### src/rtl/mov_wide_pkg.sv
// -----------------------------------------------------------------------------
// mov_wide_pkg
// Shared definitions for the wide-move (MOVZ/MOVN/MOVK) instruction-word
// decoder. It holds the sequencer state encoding, the opcode constants with sf
// stripped, and the ALU/PC function-select codes. It also holds the bit offsets
// of the 33-bit control word, which every IW decoder in the control unit shares.
//
// Control word layout (bit 32 is reserved and always 0):
//   [31] alu_en  [30] alu_bs  [29:25] alu_fs  [24] rf_b_en  [23:19] rf_sa
//   [18:14] rf_sb  [13:9] rf_da  [8] rf_w  [7] ram_en  [6] ram_w
//   [5:4] pc_fs  [3] pc_is  [2] status_ld  [1:0] next_state
// -----------------------------------------------------------------------------
package mov_wide_pkg;

   typedef enum logic [1:0] {
      ST_IDLE = 2'd0,
      ST_MASK = 2'd1,
      ST_EXEC = 2'd2,
      ST_ERR  = 2'd3
   } state_t;

   // Instruction word without the sf bit: {op[7:0], hw[1:0], imm[15:0], Rd[4:0]}.
   typedef struct packed {
      logic [7:0]  op;
      logic [1:0]  hw;
      logic [15:0] imm;
      logic [4:0]  rd;
   } mov_fields_t;

   localparam logic [7:0] OP_MOVZ = 8'b1010_0101;
   localparam logic [7:0] OP_MOVN = 8'b0010_0101;
   localparam logic [7:0] OP_MOVK = 8'b1110_0101;

   localparam logic [4:0] FS_AND   = 5'b00000;  // A & B
   localparam logic [4:0] FS_OR    = 5'b00100;  // A | B
   localparam logic [4:0] FS_OR_NB = 5'b00110;  // A | ~B

   localparam logic [1:0] PC_HOLD = 2'b00;
   localparam logic [1:0] PC_INC4 = 2'b01;

   // next_state field: 01 = another micro-op follows, 00 = instruction ends.
   localparam logic [1:0] NS_DONE = 2'b00;
   localparam logic [1:0] NS_CONT = 2'b01;

   localparam int CW_WIDTH      = 33;
   localparam int CW_ALU_EN     = 31;
   localparam int CW_ALU_BS     = 30;
   localparam int CW_ALU_FS     = 25;
   localparam int CW_RF_B_EN    = 24;
   localparam int CW_RF_SA      = 19;
   localparam int CW_RF_SB      = 14;
   localparam int CW_RF_DA      = 9;
   localparam int CW_RF_W       = 8;
   localparam int CW_RAM_EN     = 7;
   localparam int CW_RAM_W      = 6;
   localparam int CW_PC_FS      = 4;
   localparam int CW_PC_IS      = 3;
   localparam int CW_STATUS_LD  = 2;
   localparam int CW_NEXT_STATE = 0;

   // Left-shift distance of the immediate: one immediate width per hw step.
   function automatic logic [31:0] shift_amount(input logic [1:0] hw,
                                                input int unsigned step);
      return step * 32'(hw);
   endfunction

   // First state after an accepted start. Foreign opcodes stay in IDLE.
   function automatic state_t first_state(input logic [7:0] op,
                                          input logic       range_err);
      state_t st;
      st = ST_IDLE;
      if (op == OP_MOVZ || op == OP_MOVN) begin
         st = range_err ? ST_ERR : ST_EXEC;
      end else if (op == OP_MOVK) begin
         st = range_err ? ST_ERR : ST_MASK;
      end
      return st;
   endfunction

endpackage

### src/rtl/mov_wide_kgen.sv
// -----------------------------------------------------------------------------
// mov_wide_kgen
// Combinational K-constant generator for the wide-move family.
//   i_imm              immediate field
//   i_hw               shift selector; shift = IMM_WIDTH * hw
//   i_invert_mask_mode 0: o_k = imm << shift (zero-extended)
//                      1: o_k = ~(ones(IMM_WIDTH) << shift), the MOVK keep-mask
//   o_k                DATA_WIDTH constant for the ALU B input
//   o_range_err        shift does not fit inside DATA_WIDTH
// -----------------------------------------------------------------------------
module mov_wide_kgen
   import mov_wide_pkg::*;
#(
   parameter int DATA_WIDTH = 64,
   parameter int IMM_WIDTH  = 16
) (
   input  logic [IMM_WIDTH-1:0]  i_imm,
   input  logic [1:0]            i_hw,
   input  logic                  i_invert_mask_mode,
   output logic [DATA_WIDTH-1:0] o_k,
   output logic                  o_range_err
);

   logic [31:0]           w_shamt;
   logic [DATA_WIDTH-1:0] w_imm_ext;
   logic [DATA_WIDTH-1:0] w_ones_ext;

   assign w_shamt     = shift_amount(i_hw, IMM_WIDTH);
   assign o_range_err = (w_shamt >= 32'(DATA_WIDTH));

   always_comb begin
      w_imm_ext                   = '0;
      w_imm_ext[IMM_WIDTH-1:0]    = i_imm;
      w_ones_ext                  = '0;
      w_ones_ext[IMM_WIDTH-1:0]   = '1;
   end

   // An out-of-range shift yields 0 rather than whatever the shifter wraps to.
   always_comb begin
      o_k = '0;
      if (!o_range_err) begin
         if (i_invert_mask_mode) begin
            o_k = ~(w_ones_ext << w_shamt);
         end else begin
            o_k = w_imm_ext << w_shamt;
         end
      end
   end

endmodule

### src/rtl/iw_decoder_mov_wide.sv
// -----------------------------------------------------------------------------
// iw_decoder_mov_wide
// Sequenced IW decoder for MOVZ / MOVN / MOVK. MOVZ and MOVN issue a single
// EXEC micro-op. MOVK is read-modify-write, so it issues MASK (Rd & keep-mask)
// and then EXEC (Rd | shifted imm). A shift that falls outside the datapath
// issues a single ERR cycle.
//   clock    system clock, rising edge
//   reset_n  asynchronous active-low reset
//   start    instruction valid, sampled only in IDLE
//   I        {op[8:0], hw[1:0], imm[15:0], Rd[4:0]}; op[8] (sf) is ignored
//   cw_IW    33-bit control word (layout in mov_wide_pkg)
//   k        ALU B constant
//   busy     any non-IDLE state
//   done     final cycle of an instruction (EXEC or ERR)
//   illegal  ERR state
// Outputs are decoded only from registered state, so an asynchronous reset
// clears them in the same cycle.
// -----------------------------------------------------------------------------
module iw_decoder_mov_wide
   import mov_wide_pkg::*;
#(
   parameter int DATA_WIDTH = 64,
   parameter int IMM_WIDTH  = 16,
   parameter int XZR_ADDR   = 31
) (
   input  logic                  clock,
   input  logic                  reset_n,
   input  logic                  start,
   input  logic [31:0]           I,
   output logic [CW_WIDTH-1:0]   cw_IW,
   output logic [DATA_WIDTH-1:0] k,
   output logic                  busy,
   output logic                  done,
   output logic                  illegal
);

   state_t                r_state;
   mov_fields_t           r_instr;

   mov_fields_t           w_in;
   logic                  w_unused_sf;
   logic [1:0]            w_kgen_hw;
   logic [15:0]           w_kgen_imm;
   logic [DATA_WIDTH-1:0] w_k;
   logic                  w_range_err;
   logic [CW_WIDTH-1:0]   w_cw;

   assign w_in        = I[30:0];
   // sf chooses the architectural register width elsewhere; this decoder
   // treats 32- and 64-bit forms identically.
   assign w_unused_sf = I[31];

   // In IDLE the generator looks at the incoming word so its range flag can
   // steer the first transition. Otherwise it looks at the latched word.
   assign w_kgen_hw  = (r_state == ST_IDLE) ? w_in.hw  : r_instr.hw;
   assign w_kgen_imm = (r_state == ST_IDLE) ? w_in.imm : r_instr.imm;

   mov_wide_kgen #(
      .DATA_WIDTH (DATA_WIDTH),
      .IMM_WIDTH  (IMM_WIDTH)
   ) u_kgen (
      .i_imm              (IMM_WIDTH'(w_kgen_imm)),
      .i_hw               (w_kgen_hw),
      .i_invert_mask_mode (r_state == ST_MASK),
      .o_k                (w_k),
      .o_range_err        (w_range_err)
   );

   // NOTE: sequential state uses non-blocking assignments so every flop
   // samples pre-edge values regardless of statement order.
   always_ff @(posedge clock or negedge reset_n) begin
      if (!reset_n) begin
         r_state <= ST_IDLE;
         r_instr <= '0;
      end else begin
         case (r_state)
            ST_IDLE: begin
               if (start) begin
                  r_instr <= w_in;
                  r_state <= first_state(w_in.op, w_range_err);
               end
            end
            ST_MASK: r_state <= ST_EXEC;
            ST_EXEC: r_state <= ST_IDLE;
            ST_ERR:  r_state <= ST_IDLE;
            default: r_state <= ST_IDLE;
         endcase
      end
   end

   always_comb begin
      // NOTE: every output has a default before the case, so no path leaves
      // one unassigned and no latch is inferred.
      w_cw    = '0;
      k       = '0;
      busy    = 1'b0;
      done    = 1'b0;
      illegal = 1'b0;

      if (r_state != ST_IDLE) begin
         busy                      = 1'b1;
         w_cw[CW_ALU_EN]           = 1'b1;
         w_cw[CW_ALU_BS]           = 1'b1;
         w_cw[CW_RF_B_EN]          = 1'b0;
         w_cw[CW_RF_SB +: 5]       = 5'd0;
         w_cw[CW_RAM_EN]           = 1'b0;
         w_cw[CW_RAM_W]            = 1'b0;
         w_cw[CW_PC_IS]            = 1'b0;
         w_cw[CW_STATUS_LD]        = 1'b0;
      end

      case (r_state)
         ST_MASK: begin
            w_cw[CW_ALU_FS +: 5]     = FS_AND;
            w_cw[CW_RF_SA +: 5]      = r_instr.rd;
            w_cw[CW_RF_DA +: 5]      = r_instr.rd;
            w_cw[CW_RF_W]            = 1'b1;
            w_cw[CW_PC_FS +: 2]      = PC_HOLD;
            w_cw[CW_NEXT_STATE +: 2] = NS_CONT;
            k                        = w_k;
         end
         ST_EXEC: begin
            // MOVN inverts through the ALU (A | ~B with A = XZR), so K stays
            // the plain shifted immediate for all three opcodes.
            w_cw[CW_ALU_FS +: 5]     = (r_instr.op == OP_MOVN) ? FS_OR_NB : FS_OR;
            w_cw[CW_RF_SA +: 5]      = (r_instr.op == OP_MOVK) ? r_instr.rd
                                                               : 5'(XZR_ADDR);
            w_cw[CW_RF_DA +: 5]      = r_instr.rd;
            w_cw[CW_RF_W]            = 1'b1;
            w_cw[CW_PC_FS +: 2]      = PC_INC4;
            w_cw[CW_NEXT_STATE +: 2] = NS_DONE;
            k                        = w_k;
            done                     = 1'b1;
         end
         ST_ERR: begin
            w_cw[CW_ALU_EN] = 1'b0;
            done            = 1'b1;
            illegal         = 1'b1;
         end
         default: ;
      endcase
   end

   assign cw_IW = w_cw;

endmodule

### config.mk
export PLATFORM = sky130hd
export DESIGN_NAME = iw_decoder_mov_wide
export DESIGN_NICKNAME = d
export VERILOG_FILES = /design/src/rtl/mov_wide_pkg.sv /design/src/rtl/mov_wide_kgen.sv /design/src/rtl/iw_decoder_mov_wide.sv
export SDC_FILE = /design/constraint.sdc
export NUM_CORES = 1
export LEC_CHECK = 0
export CORE_MARGIN = 1.5
export CORE_UTILIZATION = 40
export CTS_BUF_LIST = sky130_fd_sc_hd__clkbuf_2 sky130_fd_sc_hd__clkbuf_4 sky130_fd_sc_hd__clkbuf_8
export CTS_CLUSTER_DIAMETER = 60
export CTS_CLUSTER_SIZE = 25
export DETAILED_ROUTE_END_ITERATION = 16
export PLACE_DENSITY = 0.82
export SETUP_SLACK_MARGIN = 0.2
export SLEW_MARGIN = 30
export SYNTH_ARGS = -nofsm -noshare
export SYNTH_HDL_FRONTEND = slang
export SYNTH_SLANG_ARGS = --single-unit
### constraint.sdc
create_clock -name clock -period 5 [get_ports clock]
set_input_delay 1.5 -clock clock [delete_from_list [all_inputs] [get_ports clock]]
set_output_delay 1.5 -clock clock [all_outputs]
set_load 0.1 [all_outputs]
* Word-level counts from Yosys, hierarchy flattened
Index checks and enable logic that the tools add are counted.
Word-level totals: flip-flop bits (word level) 33, latch bits 0, bits in writable memories 0, ROM bits 0, bits of input ports 35, output and inout bits 100, logic and storage cells 47, memories kept 0
Operators by class: add/subtract/negate cells 0, $mul 0, divide/modulo/power cells 0, order comparisons 1, equality and inequality tests 9, shifts and indexed selects 2, multiplexer cells 23, bitwise logic cells 1, reduce and logical (&&, ||, !) cells 6
Operators with widths (number):
- $mux W64 | 3
- $not A64 Y64 | 1
- $shl A16 B6 Y64 | 1
- $shl A16 B6 Y64 const A | 1
- $eq A8 B8 Y1 const B | 3
- $eq A8 B6 Y1 const B | 2
- $mux W16 | 1
- $mux W2 | 7
- $pmux W5 S2 | 1
- $ge A6 B7 Y1 const B | 1
- $mux W1 | 7
- $mux W6 | 1
- $pmux W2 S3 | 1
- $mux W5 | 1
- $eq A2 B2 Y1 const B | 2
- $reduce_or A2 Y1 | 2
- $mux W3 | 1
- $eq A2 B1 Y1 const B | 1
- $logic_not A2 Y1 | 1
- $ne A2 B2 Y1 const B | 1
- $reduce_and A2 Y1 | 1
- $reduce_bool A2 Y1 | 1
- $logic_or A1 B1 Y1 | 1

* Logic depth before layout (Yosys ltp)
Gate-level depths: netlist of the first run.
word-level depth 8, gate-level depth with buffers 8, mapped depth without buffers 5

* Hierarchy
Synthesis of the first run repeated with hierarchy kept, for this count alone.
Unflattened totals: cell total of the unflattened synthesis 340, area total of the unflattened synthesis 3435.8 um2
By module, submodules not included:
- iw_decoder_mov_wide | instances 1, cells an instance 219, area each 2397.3 um2, seq. area each 825.8 um2
- mov_wide_kgen | instances 1, cells an instance 121, area each 1038.5 um2, seq. area each 0.0 um2

* Worst setup path before layout of the first run
Ideal clock, no wire load.
path kind register to output, start point register r_state[0], end point output port k[15], data arrival time 4.241 ns, required time 3.500 ns, setup slack -0.741 ns, stages on the path, launching flop included 9, path buffers 3, cells stage by stage dfrtp_1 > inv_1 > ha_1 > buf_4 > nor2b_1 > clkbuf_2 > buf_4 > nand2_1 > o21ai_0
Between the ends: word-level cells in the longest chain between the ends 7, elaborated cells on any way between the ends 13, those cells by class 1 x order compare; 2 x eq/ne; 2 x shift; 5 x mux; 1 x bitwise; 2 x reduce/logical
Ends and longest elaborated chain:
- from (decl) | line iw_decoder_mov_wide.sv:37 | state_t r_state;
- from (signal assigned) | line iw_decoder_mov_wide.sv:80 | r_state <= first_state(w_in.op, w_range_err);
- $logic_not A2 Y1 | line iw_decoder_mov_wide.sv:55, iw_decoder_mov_wide.sv:56
- $mux W2 | line iw_decoder_mov_wide.sv:55 | assign w_kgen_hw = (r_state == ST_IDLE) ? w_in.hw : r_instr.hw;
- $shl A16 B6 Y64 | line mov_wide_kgen.sv:43 | o_k = ~(w_ones_ext << w_shamt);
- $not A64 Y64 | line mov_wide_kgen.sv:43
- $mux W64 | line mov_wide_kgen.sv:42 | if (i_invert_mask_mode) begin
- $mux W64 | line mov_wide_kgen.sv:41 | if (!o_range_err) begin
- $mux W64 (*) | line iw_decoder_mov_wide.sv:112 | case (r_state)
- to (decl) | line iw_decoder_mov_wide.sv:31 | output logic [DATA_WIDTH-1:0] k,
Every way passes the cells marked *; elsewhere a longest branch is shown, timed or not.

* Final worst setup path of the first run
start point input port I[21], end point output port k[15]
Between the ends: word-level cells in the longest chain between the ends 6, elaborated cells on any way between the ends 8, those cells by class 1 x order compare; 2 x shift; 4 x mux; 1 x bitwise
Ends and longest elaborated chain:
- from (decl) | line iw_decoder_mov_wide.sv:29 | input logic [31:0] I,
- $mux W2 (*) | line iw_decoder_mov_wide.sv:55
- $shl A16 B6 Y64 | line mov_wide_kgen.sv:43
- $not A64 Y64 | line mov_wide_kgen.sv:43
- $mux W64 | line mov_wide_kgen.sv:42
- $mux W64 (*) | line mov_wide_kgen.sv:41
- $mux W64 (*) | line iw_decoder_mov_wide.sv:112
Marks and branches as above.

==> results of run 1 <==
-- power breakdown --
group / switching [mW] / total, mW / internal [mW]
logic: 1.28 / 1.86 / 0.578
registers: 0.0653 / 0.428 / 0.363
clock network: 0.0930 / 0.195 / 0.102
-- cell usage after synthesis, types with 3 or more instances --
| master | count |
|---|---|
| sky130_fd_sc_hd__nor2b_1 | 3 |
| sky130_fd_sc_hd__buf_2 | 7 |
| sky130_fd_sc_hd__mux2_2 | 47 |
| sky130_fd_sc_hd__buf_4 | 24 |
| sky130_fd_sc_hd__ha_1 | 4 |
| sky130_fd_sc_hd__o21ai_0 | 66 |
| sky130_fd_sc_hd__clkbuf_1 | 4 |
| sky130_fd_sc_hd__nor2_1 | 4 |
| sky130_fd_sc_hd__dfrtp_1 | 33 |
| sky130_fd_sc_hd__inv_1 | 8 |
| sky130_fd_sc_hd__nand2_1 | 24 |
-- sequential cells by signal (all words and copies together) (netlist names) --
name,count
r_state,2
r_instr,31
-- final timing paths --
check / from / end / slack [ps] / cells past startpoint
worst max-delay path: I[21] / k[15] / 310 / 5
min in group asynchronous: reset_n / r_instr[2] / 1280 / 1
worst max register to register: r_state[1] / r_instr[10] / 2310 / 6
worst min register to register: r_instr[15] / r_instr[15] / 500 / 1
max in group asynchronous: reset_n / r_instr[7] / 3260 / 1
worst min-delay path: r_instr[15] / r_instr[15] / 500 / 1
-- stage by stage --
step	setup TNS, ps	hold WS [ps]	instance area [um^2]	std cells	setup WS, ps
2_1_floorplan	-24.4	471	2710	273	-24.4
3_3_place_gp	0	481	4460	442	49.5
3_5_place_dp	0	490	4470	442	36.8
4_1_cts	0	505	4560	450	273
5_1_grt	0	517	4610	456	256
6_report	0	504	4610	456	307
-- cells by family after synthesis --
group / Yosys count / share of synthesized area [%]
AOI/OAI and AO/OA: 80 / 19.0
muxes: 47 / 21.9
and+or+nand+nor: 47 / 10.7
buffers and inverters: 46 / 11.9
DFF: 33 / 34.2
adders and majority gates: 4 / 2.07
other: 1 / 0.155
-- layer usage --
metal	vias up	GRT usage, %	share of wire, %
li1	1128	-	-
met1	1177	27.3	38
met2	76	45.8	56
met3	6	4.32	4.6
met4	0	6.21	1.1
met5	-	0	0
-- placed cells by master (no fill, tap or decap), types with 2 or more instances in the layout --
cell | Yosys | layout
sky130_fd_sc_hd__conb_1 | 1 | 16
sky130_fd_sc_hd__buf_12 | 0 | 65
sky130_fd_sc_hd__mux2_2 | 47 | 47
sky130_fd_sc_hd__buf_4 | 24 | 27
sky130_fd_sc_hd__o21ai_1 | 2 | 6
sky130_fd_sc_hd__nand4b_1 | 2 | 2
sky130_fd_sc_hd__nor2b_1 | 3 | 3
sky130_fd_sc_hd__nor3_2 | 1 | 2
sky130_fd_sc_hd__clkinv_2 | 0 | 2
sky130_fd_sc_hd__and3_1 | 2 | 2
sky130_fd_sc_hd__clkbuf_8 | 0 | 5
sky130_fd_sc_hd__ha_1 | 4 | 4
sky130_fd_sc_hd__o21ai_2 | 1 | 63
sky130_fd_sc_hd__inv_1 | 8 | 8
sky130_fd_sc_hd__nand4bb_1 | 2 | 2
sky130_fd_sc_hd__nand2b_1 | 2 | 2
sky130_fd_sc_hd__a21oi_4 | 0 | 2
sky130_fd_sc_hd__clkdlybuf4s50_1 | 0 | 45
sky130_fd_sc_hd__nor2_1 | 4 | 4
sky130_fd_sc_hd__dfrtp_1 | 33 | 33
sky130_fd_sc_hd__nand2_1 | 24 | 24
-- cell type report --
type	count	area, um^2
repair buffers	138	1960
clock inverters	2	10.0
flip-flops and latches	33	826
fillers	395	1280
multi-input cells	194	1610
inverters	8	30.0
well taps	75	93.8
clock buffers	6	76.3
-- repair_timing --
item	in CTS	in global routing
setup endpoints to repair	16	7
pin swaps	0	0
resized for setup	2	0
buffers inserted	0	6
==> flow_summary.json, run 1 <==
{
  "crit_arrival_ps": 3190,
  "die_area_um2": 6510,
  "total_chip_power_mw": 2.48,
  "numCtsBuffers": 5,
  "antenna_viol_nets_final": 0,
  "synth_ff_type": "sky130_fd_sc_hd__dfrtp_1",
  "detail_route.first_pass.iterations": 4,
  "cp_top_family": "compound AO/OA/AOI/OAI gates",
  "maxCapViolations": 0,
  "path_clk_slew_ps": 60,
  "post_synth_num_cell_types": 37,
  "n_antenna_cell": 0,
  "ys_ff_latch": 33,
  "post-synth-top-area-fraction_pct": 34.2,
  "layout-drive-gt1-share_pct": 58.0,
  "start_util_pct": 41.0,
  "fmaxAchievable_mhz": 213,
  "totalWireLength_um": 7580,
  "synth_seq_area_share_pct": 34.2,
  "placementRows": 28,
  "chipWidth_um": 80.7,
  "overflow": 0,
  "period_share_pct": 93.9,
  "synth_edf_count": 0,
  "chipHeight_um": 80.7,
  "vdd_drop_max_mv": 0.457,
  "via_count_normalized_by_instance_count": 5.23,
  "synth_area_leader_cell": "sky130_fd_sc_hd__dfrtp_1",
  "min_path_type": "reg2reg",
  "dp_hpwl_um": 5830,
  "run_status": "completed",
  "post_synth.cell_area_avg_um2": 9.35,
  "slew_headroom_pct": 34.2,
  "detail_route.wl_per_cell_um": 16.6,
  "nNetsFinal": 419,
  "power_density_nw_per_um2": 538,
  "synth_cells": 258,
  "setup.worst_path.class": "in2out",
  "finalHoldViolCount": 0,
  "cts_root_buffer": "sky130_fd_sc_hd__clkbuf_8",
  "drt_iter0_drc": 59,
  "endpoint_kind": "primary output",
  "timing.critical_path.slowest_cell_delay_ps": 590,
  "cellLeakagePower_nw": 1.98,
  "post_synth_main_area_contributors": "sky130_fd_sc_hd__dfrtp_1 (34%), sky130_fd_sc_hd__mux2_2 (22%), sky130_fd_sc_hd__o21ai_0 (14%), sky130_fd_sc_hd__buf_4 (7.5%), sky130_fd_sc_hd__nand2_1 (3.7%)",
  "area_growth_pct": 90.8,
  "rsz0062_at_grt": "no",
  "ctsHoldBuffers": 0,
  "crit_buf_inv": 2,
  "period_needed_ps": 4690,
  "count_of_final_max_slew_check_failures": 0,
  "timing.critical_path.from_type": "primary input",
  "drc_violations_left": 0,
  "synthArstFlopShare_pct": 100,
  "crit_path_top_delay_cell": "sky130_fd_sc_hd__a21oi_4",
  "gp_congestion": 0.860,
  "clock_tree_from_tritoncts": "yes",
  "initial_antenna_violation_count": 0,
  "placeableCoreArea_um2": 5890,
  "clock-skew-final_ps": 5.89,
  "clock_tree.buffer_depth": 2,
  "grt_util_all_layers_pct": 24.1,
  "worstMarginPinSlew_ps": 983,
  "cts.htree.levels": 2,
  "post_synth_instance_area_um2": 2410,
  "crit_chain": "clkdlybuf4s50_1, nor2_1, a21oi_4, o21ai_1, buf_12",
  "port-buffer-count": 117,
  "number_of_sinks_driven_by_the_clock_tree": 33,
  "clock_latency_ps": 280,
  "grt_max_degree": 34,
  "first_global_vias": 2328,
  "worstPathMaxFanout": 16,
  "vias": 2387,
  "number_of_warnings_reported_in_the_yosys_synthesis_log": 0,
  "final_util_pct": 78.3,
  "cp.required_ps": 3500,
  "number_of_top_level_pins": 135,
  "finalSetupViolations": 0,
  "grt_pass1_wl_um": 11900
}
No activity file was read; power rests on OpenSTA's default activity.
==> inputs of run 2 (changes only) <==
--- a/config.mk
+++ b/config.mk
@@ -12,7 +12,7 @@
 export CTS_CLUSTER_SIZE = 25
 export DETAILED_ROUTE_END_ITERATION = 16
 export PLACE_DENSITY = 0.82
-export SETUP_SLACK_MARGIN = 0.2
+export SETUP_SLACK_MARGIN = 0.4
 export SLEW_MARGIN = 30
 export SYNTH_ARGS = -nofsm -noshare
 export SYNTH_HDL_FRONTEND = slang
==> run 2 against run 1 <==
- utilization grew 0.085 points
- critical endpoint is now k[0]
- sequential share of layout area barely moved
- wire length increased by 0.16%
- setup slack improved by 140 ps
- global-route usage increased by 0.12 points
- combinational power about the same
- clock-buffer cell count unchanged
- final cell count fell by 0.44%
- first-iteration DRC count is 14% higher
- critical path depth grew 1
- highest routed layer unchanged
==> flow_summary.json, run 2 (same netlist as run 1, synthesis figures left out) <==
{
  "cts_root_buffer": "sky130_fd_sc_hd__clkbuf_8",
  "maxCapViolations": 0,
  "nNetsFinal": 417,
  "cts.htree.levels": 2,
  "biggestRegsByFlops": "r_instr: 31 flops, r_state: 2 flops",
  "clock_tree_from_tritoncts": "yes",
  "antenna_viol_nets_final": 0,
  "met2_length_um": 4140,
  "initial_antenna_violation_count": 0,
  "crit_arrival_ps": 3060,
  "worstPathMaxFanout": 6,
  "clock_latency_ps": 280,
  "totalWireLength_um": 7590,
  "post-place-cells": 442,
  "die_area_um2": 6510,
  "dp_slack_ps": 36.8,
  "cellLeakagePower_nw": 1.98,
  "clock-skew-final_ps": 5.22,
  "routed.top_layer": "met4",
  "start_util_pct": 41.0,
  "first_global_vias": 2376,
  "setup.worst_path.class": "in2out",
  "period_share_pct": 91.1,
  "finalWorstSetupSlack_ps": 443,
  "drt_iter0_drc": 67,
  "power_density_nw_per_um2": 539,
  "count_of_final_max_slew_check_failures": 0,
  "detail_route.wl_per_cell_um": 16.7,
  "final_util_pct": 78.3,
  "placementRows": 28,
  "placeableCoreArea_um2": 5890,
  "regMostFlops": "r_instr",
  "via_count_normalized_by_instance_count": 5.21,
  "grt_pass1_wl_um": 12000,
  "total_chip_power_mw": 2.48,
  "ctsHoldBuffers": 0,
  "stdcell_area_um2": 4610,
  "stdcell_count": 454,
  "layout-drive-gt1-share_pct": 58.0,
  "period_needed_ps": 4560,
  "clock_tree.buffer_depth": 2,
  "largest_reg_flops": 31,
  "numCtsBuffers": 5,
  "chipWidth_um": 80.7,
  "cp.required_ps": 3500,
  "finalHoldViolCount": 0,
  "detail_route.first_pass.iterations": 4,
  "layout.cells.most_common_list": "sky130_fd_sc_hd__buf_12 (66), sky130_fd_sc_hd__o21ai_2 (63), sky130_fd_sc_hd__mux2_2 (47)",
  "slew_headroom_pct": 34.2,
  "drc_violations_left": 0,
  "vdd_drop_max_mv": 0.458,
  "number_of_sinks_driven_by_the_clock_tree": 33,
  "min_path_type": "reg2reg",
  "met1Wirelength_um": 3000,
  "overflow": 0,
  "n_antenna_cell": 0,
  "path_clk_slew_ps": 60,
  "grt_max_degree": 34,
  "gp_congestion": 0.860,
  "port-buffer-count": 117,
  "timing.critical_path.from_type": "primary input",
  "endpoint_kind": "primary output",
  "grt_util_all_layers_pct": 24.2,
  "wl_met3_um": 339,
  "fillers": 388,
  "rsz0062_at_grt": "yes",
  "number_of_top_level_pins": 135,
  "worstMarginPinSlew_ps": 984,
  "dp_hpwl_um": 5830,
  "run_status": "completed",
  "finalSetupViolations": 0,
  "fmaxAchievable_mhz": 219,
  "vias": 2364,
  "layout_commonest_cell": "sky130_fd_sc_hd__buf_12",
  "area_growth_pct": 91.0,
  "finalSetupTns_ps": 0,
  "chipHeight_um": 80.7,
  "holdWs_ps": 504,
  "postPlaceCellArea_um2": 4470
}
-- run 2: power breakdown --
part	switching (mW)	internal, mW	leakage, nW
clock	0.0949	0.102	0.0484
sequential	0.0670	0.363	0.388
combinational	1.28	0.579	1.54
total	1.44	1.04	1.98
-- run 2: area by class of cell --
cell class	count	area, um^2	area share, %
inverter	8	30.0	0.651
sequential	33	826	17.9
timing repair buffer	136	1960	42.4
clock buffer	6	76.3	1.66
multi-input combinational	194	1620	35.1
tap	75	93.8	2.04
clock inverter	2	10.0	0.217
-- run 2: path summary, 6_finish.rpt --
path | from | endpoint | slack (ps) | cells past startpoint
max | I[22] | k[0] | 440 | 6
min | r_instr[18] | r_instr[18] | 500 | 1
max reg2reg | r_state[1] | r_instr[10] | 2290 | 6
min reg2reg | r_instr[18] | r_instr[18] | 500 | 1
max in group asynchronous | reset_n | r_instr[19] | 3250 | 1
min in group asynchronous | reset_n | r_instr[2] | 1280 | 1
-- run 2: metal layers --
metal  track usage [%]  vias to the layer above
met5                 0                        -
met4              6.90                        0
met3              4.09                       10
met2              45.4                       83
met1              27.8                     1148
li1                  -                     1123
-- run 2: worst max-delay path: stages --
cell,delay [ps]
sky130_fd_sc_hd__clkdlybuf4s50_1,520
sky130_fd_sc_hd__nor2_1,100
sky130_fd_sc_hd__a211o_2,440
sky130_fd_sc_hd__buf_4,200
sky130_fd_sc_hd__o21ai_2,90
sky130_fd_sc_hd__buf_12,200
-- run 2: what timing repair did --
item / in CTS / in global routing
endpoints found under the setup margin: 39 / 28
resized for setup: 3 / 2
pin swaps: 1 / 0
buffers inserted: 4 / 0
==> inputs of run 3 (changes only) <==
--- a/config.mk
+++ b/config.mk
@@ -5,15 +5,16 @@
 export SDC_FILE = /design/constraint.sdc
 export NUM_CORES = 1
 export LEC_CHECK = 0
+export ABC_AREA = 1
 export CORE_MARGIN = 1.5
 export CORE_UTILIZATION = 40
 export CTS_BUF_LIST = sky130_fd_sc_hd__clkbuf_2 sky130_fd_sc_hd__clkbuf_4 sky130_fd_sc_hd__clkbuf_8
 export CTS_CLUSTER_DIAMETER = 60
 export CTS_CLUSTER_SIZE = 25
 export DETAILED_ROUTE_END_ITERATION = 16
-export PLACE_DENSITY = 0.82
+export PLACE_DENSITY = 0.75
 export SETUP_SLACK_MARGIN = 0.4
-export SLEW_MARGIN = 30
+export SLEW_MARGIN = 20
 export SYNTH_ARGS = -nofsm -noshare
 export SYNTH_HDL_FRONTEND = slang
 export SYNTH_SLANG_ARGS = --single-unit
==> run 3 against run 2 <==
- cell area grew 11%
- clock skew up 2.4 ps
- combinational power is 88% lower
- utilization shrank 13 points
- critical path type unchanged
- synthesized cell count rose by 120%
==> flow_summary.json, run 3 <==
{
  "number_of_top_level_pins": 135,
  "worstMarginPinSlew_ps": 1000,
  "first_global_vias": 3315,
  "cp.required_ps": 3500,
  "cellLeakagePower_nw": 2.89,
  "timing.critical_path.from_type": "primary input",
  "numCtsBuffers": 5,
  "post_synth_main_area_contributors": "sky130_fd_sc_hd__nand2_1 (30%), sky130_fd_sc_hd__dfrtp_1 (25%), sky130_fd_sc_hd__nand3_1 (10%), sky130_fd_sc_hd__inv_1 (9.2%), sky130_fd_sc_hd__buf_4 (6.0%)",
  "clock_tree_from_tritoncts": "yes",
  "via_count_normalized_by_instance_count": 4.69,
  "grt_pass1_wl_um": 15400,
  "synthArstFlopShare_pct": 100,
  "start_util_pct": 41.6,
  "synth_cells": 565,
  "timing.critical_path.slowest_cell_delay_ps": 510,
  "grt_max_degree": 67,
  "postPlaceCellArea_um2": 4890,
  "clockPowerShare_pct": 32.5,
  "layout_commonest_cell": "sky130_fd_sc_hd__nand2_1",
  "count_of_final_max_slew_check_failures": 0,
  "vias": 3575,
  "clock_tree.buffer_depth": 2,
  "setup.worst_path.class": "in2out",
  "finalWorstSetupSlack_ps": 468,
  "biggestRegsByFlops": "r_instr: 31 flops, r_state: 2 flops",
  "period_share_pct": 90.6,
  "fillers": 675,
  "use_met3_pct": 3.98,
  "internal_power_mw": 0.503,
  "initial_antenna_violation_count": 0,
  "crit_arrival_ps": 3030,
  "synth_ff_type": "sky130_fd_sc_hd__dfrtp_1",
  "run_status": "completed",
  "placementRows": 32,
  "cell_types_with_the_highest_counts_after_synthesis": "sky130_fd_sc_hd__nand2_1 (259), sky130_fd_sc_hd__inv_1 (80), sky130_fd_sc_hd__nand3_1 (67)",
  "chipWidth_um": 93.1,
  "largest_reg_flops": 31,
  "layout-drive-gt1-share_pct": 20.5,
  "dp_slack_ps": 239,
  "slew_headroom_pct": 32.9,
  "area_growth_pct": 56.8,
  "gp_congestion": 0.835,
  "rsz0062_at_grt": "yes",
  "detail_route.first_pass.iterations": 4,
  "finalSetupTns_ps": 0,
  "period_needed_ps": 4530,
  "post_synth_instance_area_um2": 3250,
  "die_area_um2": 8670,
  "cts.htree.levels": 2,
  "layout.cells.most_common_list": "sky130_fd_sc_hd__nand2_1 (257), sky130_fd_sc_hd__inv_1 (79), sky130_fd_sc_hd__nand3_1 (67)",
  "power_switching_mw": 0.275,
  "synth_seq_area_share_pct": 25.4,
  "grt-busiest-layer": "met2",
  "finalSetupViolations": 0,
  "synthMostInstantiatedCell": "sky130_fd_sc_hd__nand2_1",
  "ys_ff_latch": 33,
  "power_density_nw_per_um2": 153,
  "regMostFlops": "r_instr",
  "chipHeight_um": 93.1,
  "detail_route.wl_per_cell_um": 12.0,
  "use_met2_pct": 37.4,
  "crit_chain": "clkdlybuf4s50_1, nand2_2, nand2_8, nand3_2, nand2_4, nor2_2, buf_12",
  "clock_latency_ps": 290,
  "number_of_sinks_driven_by_the_clock_tree": 33,
  "n_antenna_cell": 0,
  "maxCapViolations": 0,
  "drc_violations_left": 0,
  "vdd_drop_max_mv": 0.216,
  "path_clk_slew_ps": 70,
  "post_synth_num_cell_types": 24,
  "fmaxAchievable_mhz": 221,
  "totalWireLength_um": 9170,
  "drt_iter0_drc": 280,
  "synth_area_leader_cell": "sky130_fd_sc_hd__nand2_1",
  "overflow": 0,
  "dp_hpwl_um": 6880,
  "crit_path_top_delay_cell": "sky130_fd_sc_hd__clkdlybuf4s50_1",
  "worstPathMaxFanout": 17,
  "clock-skew-final_ps": 7.63,
  "number_of_warnings_reported_in_the_yosys_synthesis_log": 0,
  "nNetsFinal": 698,
  "placeableCoreArea_um2": 7810,
  "antenna_viol_nets_final": 0,
  "globalRouteMet1Util_pct": 27.3,
  "finalHoldViolCount": 0,
  "port-buffer-count": 117,
  "endpoint_kind": "primary output",
  "synth_edf_count": 0,
  "cts_root_buffer": "sky130_fd_sc_hd__clkbuf_8",
  "post_synth.cell_area_avg_um2": 5.75,
  "grt_util_all_layers_pct": 21.6,
  "power.share.sequential_pct": 39.1,
  "p_comb_share_pct": 28.4,
  "post-synth-top-area-fraction_pct": 29.9,
  "stdcell_area_um2": 5100,
  "power.switching_fraction_pct": 35.3,
  "min_path_type": "reg2reg"
}
[run 3: critical path: cells and delay by family]
family,cells,cell delay (ps)
simple gates,5,820
buf+inv,2,680
[run 3: path summary, 6_finish.rpt]
path | startpoint | end | slack [ps] | cells after the start
max | I[21] | k[26] | 470 | 7
min | r_instr[6] | r_instr[6] | 480 | 2
max reg2reg | r_state[0] | r_state[1] | 2430 | 6
min reg2reg | r_instr[6] | r_instr[6] | 480 | 2
max in group asynchronous | reset_n | r_instr[3] | 3060 | 2
min in group asynchronous | reset_n | r_instr[14] | 1620 | 2
[run 3: cell families after synthesis]
family	Yosys count	share of synthesized area (%)
buffers and inverters	139	21.9
adder cells (fa/ha/maj)	4	1.54
other	1	0.115
AND/OR/NAND/NOR	383	50.3
AO/OA/AOI/OAI	5	0.770
flip-flops	33	25.4
[run 3: power groups by stage]
stage | Sequential (mW) | Combinational (mW) | Clock [mW]
global route | 0.307 | 0.241 | 0.271
global placement | 0.307 | 0.211 | 0
detailed placement | 0.308 | 0.216 | 0
finish | 0.304 | 0.221 | 0.253
floorplan | 0.306 | 0.172 | 0
CTS | 0.303 | 0.220 | 0.259
[run 3: layout make-up]
type	instances	area (um^2)	share of cell area, %
Clock buffer	5	68.8	1.35
Sequential cell	33	826	16.2
Multi-Input combinational cell	409	1840	36.1
Timing Repair Buffer	125	1870	36.6
Inverter	85	322	6.31
Clock inverter	3	46.3	0.908
Tap cell	102	128	2.50
[run 3: per-stage QoR]
step                      std cells  power [mW]  hold WS (ps)  utilization [%]
after floorplan                 580       0.477           449                -
after global routing            762       0.820           504             65.3
final                           762       0.777           481             65.3
after detailed placement        750       0.524           465             62.7
after CTS                       762       0.782           485             65.1
after global placement          750       0.519           461             62.7
[run 3: timing repair]
action                     CTS  global route
buffers inserted             3             0
pin swaps                    3             0
gates resized for setup      6             2
hold buffers                 0             0
gates cloned                 1             0
setup endpoints to repair   62            28
[run 3: per-layer routing]
metal	part of all wire, %	vias to the layer above
met4	0.91	0
met2	51	141
met3	7.6	8
met1	41	1603
met5	0	-
li1	-	1823
==> patch (settings of run 3) <==
Set the package constant `CW_WIDTH` to 66 (it was 33).
--- a/src/rtl/mov_wide_pkg.sv
+++ b/src/rtl/mov_wide_pkg.sv
@@ -44,3 +44,3 @@
 
-   localparam int CW_WIDTH      = 33;
+   localparam int CW_WIDTH      = 66;
    localparam int CW_ALU_EN     = 31;
Ports: changed (resized cw_IW); port bits go from 135 to 168. No check against the original RTL was run, so the function may have changed too.
==> patch against run 3 <==
- register-to-register slack worse by 0.07 ns
- global-route usage down 1.4 points
- first-iteration DRC count is 28% lower
- routed wire length is 2.0% higher
- area after synthesis grew 7.6%
- worst setup slack worse by 0.029 ns
- utilization down 2.4 points
- cell area increased by 2.8%
- sequential cell count unchanged
- total power grew 8.2%
- worst hold slack about the same
- critical path type unchanged
==> patch: results <==
group,metric,value,unit
outcome,status,"finished clean",
sta,period_needed,4.56,ns
cells_and_area,top_regs,"r_instr x31, r_state x2",
placed_design,hpwl,7100,µm
critical_path,crit_end,"k[27]",
yosys,synth_common_cells,"nand2_1 (259), inv_1 (80), nand3_1 (67)",
hold_path,hold_class,"reg -> reg",
drt,route.vias.total,3629,
drt,drt_iter0_drc,202,
critical_path,path_max_fanout,34,
global_routing,track_usage,20.3,%
yosys,synth_ff_type,"dfrtp_1",
drt,drt-total-wl,9350,µm
cells_and_area,drive_above_1_share,20.1,%
yosys,syn_inst,598,
yosys,ys_seq_area_share,23.6,%
yosys,yosysUniqueCellTypes,24,
cells_and_area,fillCellCount,743,
power_and_ir_drop,power.leakage,3.00,nW
critical_path,reg2reg_to,"r_state[1]",
placed_design,routabilityCongestion,0.826,
critical_path,crit_family,"simple AND/OR/NAND/NOR gates",
placed_design,dp_slack,0.294,ns
cts,htreeDepth,2,
sta,hold_violations,0,
cts,root_buffer,"clkbuf_8",
placed_design,placed_area,5020,µm²
sta,fin_skew,0.00498,ns
power_and_ir_drop,vdd_drop_max,0.179,mV
critical_path,r2r_setup_slack,2.36,ns
cells_and_area,syn_to_final_growth,49.8,%
global_routing,antenna_found_initial,0,
placed_design,port_buffers,117,
critical_path,rr_startpoint,"r_state[0]",
global_routing,grt_pass1_vias,3179,
yosys,yosys-top-cells-area,"nand2_1 (28%), dfrtp_1 (24%), buf_4 (13%)",
yosys,async_reset_ff_share,100,%
hold_path,hold_start,"r_instr[20]",
drt,drt_first_pass_iters,5,
sta,slew_headroom,33.6,%
placed_design,dp.cells,786,
cts,cts_buffer_depth,2,
drt,drt-wirelength-per-cell,11.7,µm
critical_path,rr_worst_depth,7,
cts,clkTransAtPathRegs,0.06,ns
cells_and_area,nets,731,
critical_path,cpPeakStageDelay,0.51,ns
global_routing,grt_pass1_wl,15100,µm
==> patch: where the power goes <==
| group | total, mW | switching [mW] | leakage, nW | internal [mW] |
|---|---|---|---|---|
| Clock | 0.205 | 0.0960 | 0.0453 | 0.109 |
| Sequential | 0.304 | 0.0139 | 0.406 | 0.290 |
| Combinational | 0.331 | 0.266 | 2.55 | 0.0655 |
==> patch: final cells by class <==
cell class	count	share of cell area, %
sequential	33	15.8
inverter	85	6.14
multi-input combinational	441	37.5
timing repair buffer	126	36.3
clock inverter	1	0.143
clock buffer	7	1.60
tap	105	2.51
==> patch: worst min-delay path by stage <==
stage | cells after the start | to | slack [ns]
after floorplan | 2 | r_instr[23] | 0.45
after global placement | 2 | r_instr[17] | 0.46
after detailed placement | 2 | r_instr[9] | 0.46
after CTS | 2 | r_instr[9] | 0.48
after global routing | 2 | r_instr[13] | 0.50
final | 2 | r_instr[20] | 0.48
==> patch: worst reg2reg max path: cells and delay by family, from the launching register on <==
family        cells  cell delay (ns)
buf+inv           3             0.96
simple gates      3             0.67
fa+ha+maj         1             0.52
flops             1             0.43
==> patch: repair_timing <==
action,in CTS,in global routing
pin swaps,0,4
setup endpoints to repair,49,63
buffers inserted,0,4
gates resized for setup,6,8
==> patch: kinds of logic after synthesis <==
family	after synthesis	share of synthesized area, %
adders and majority gates	4	1.43
other	1	0.107
and+or+nand+nor	383	46.7
DFF	33	23.6
buffers and inverters	172	27.4
AOI/OAI and AO/OA	5	0.715
==> patch: layer usage <==
metal	routed length [µm]	GRT usage (%)
met1	3970	26.8
met2	4660	34.4
met3	662	3.44
met4	61	4.59
met5	0	0
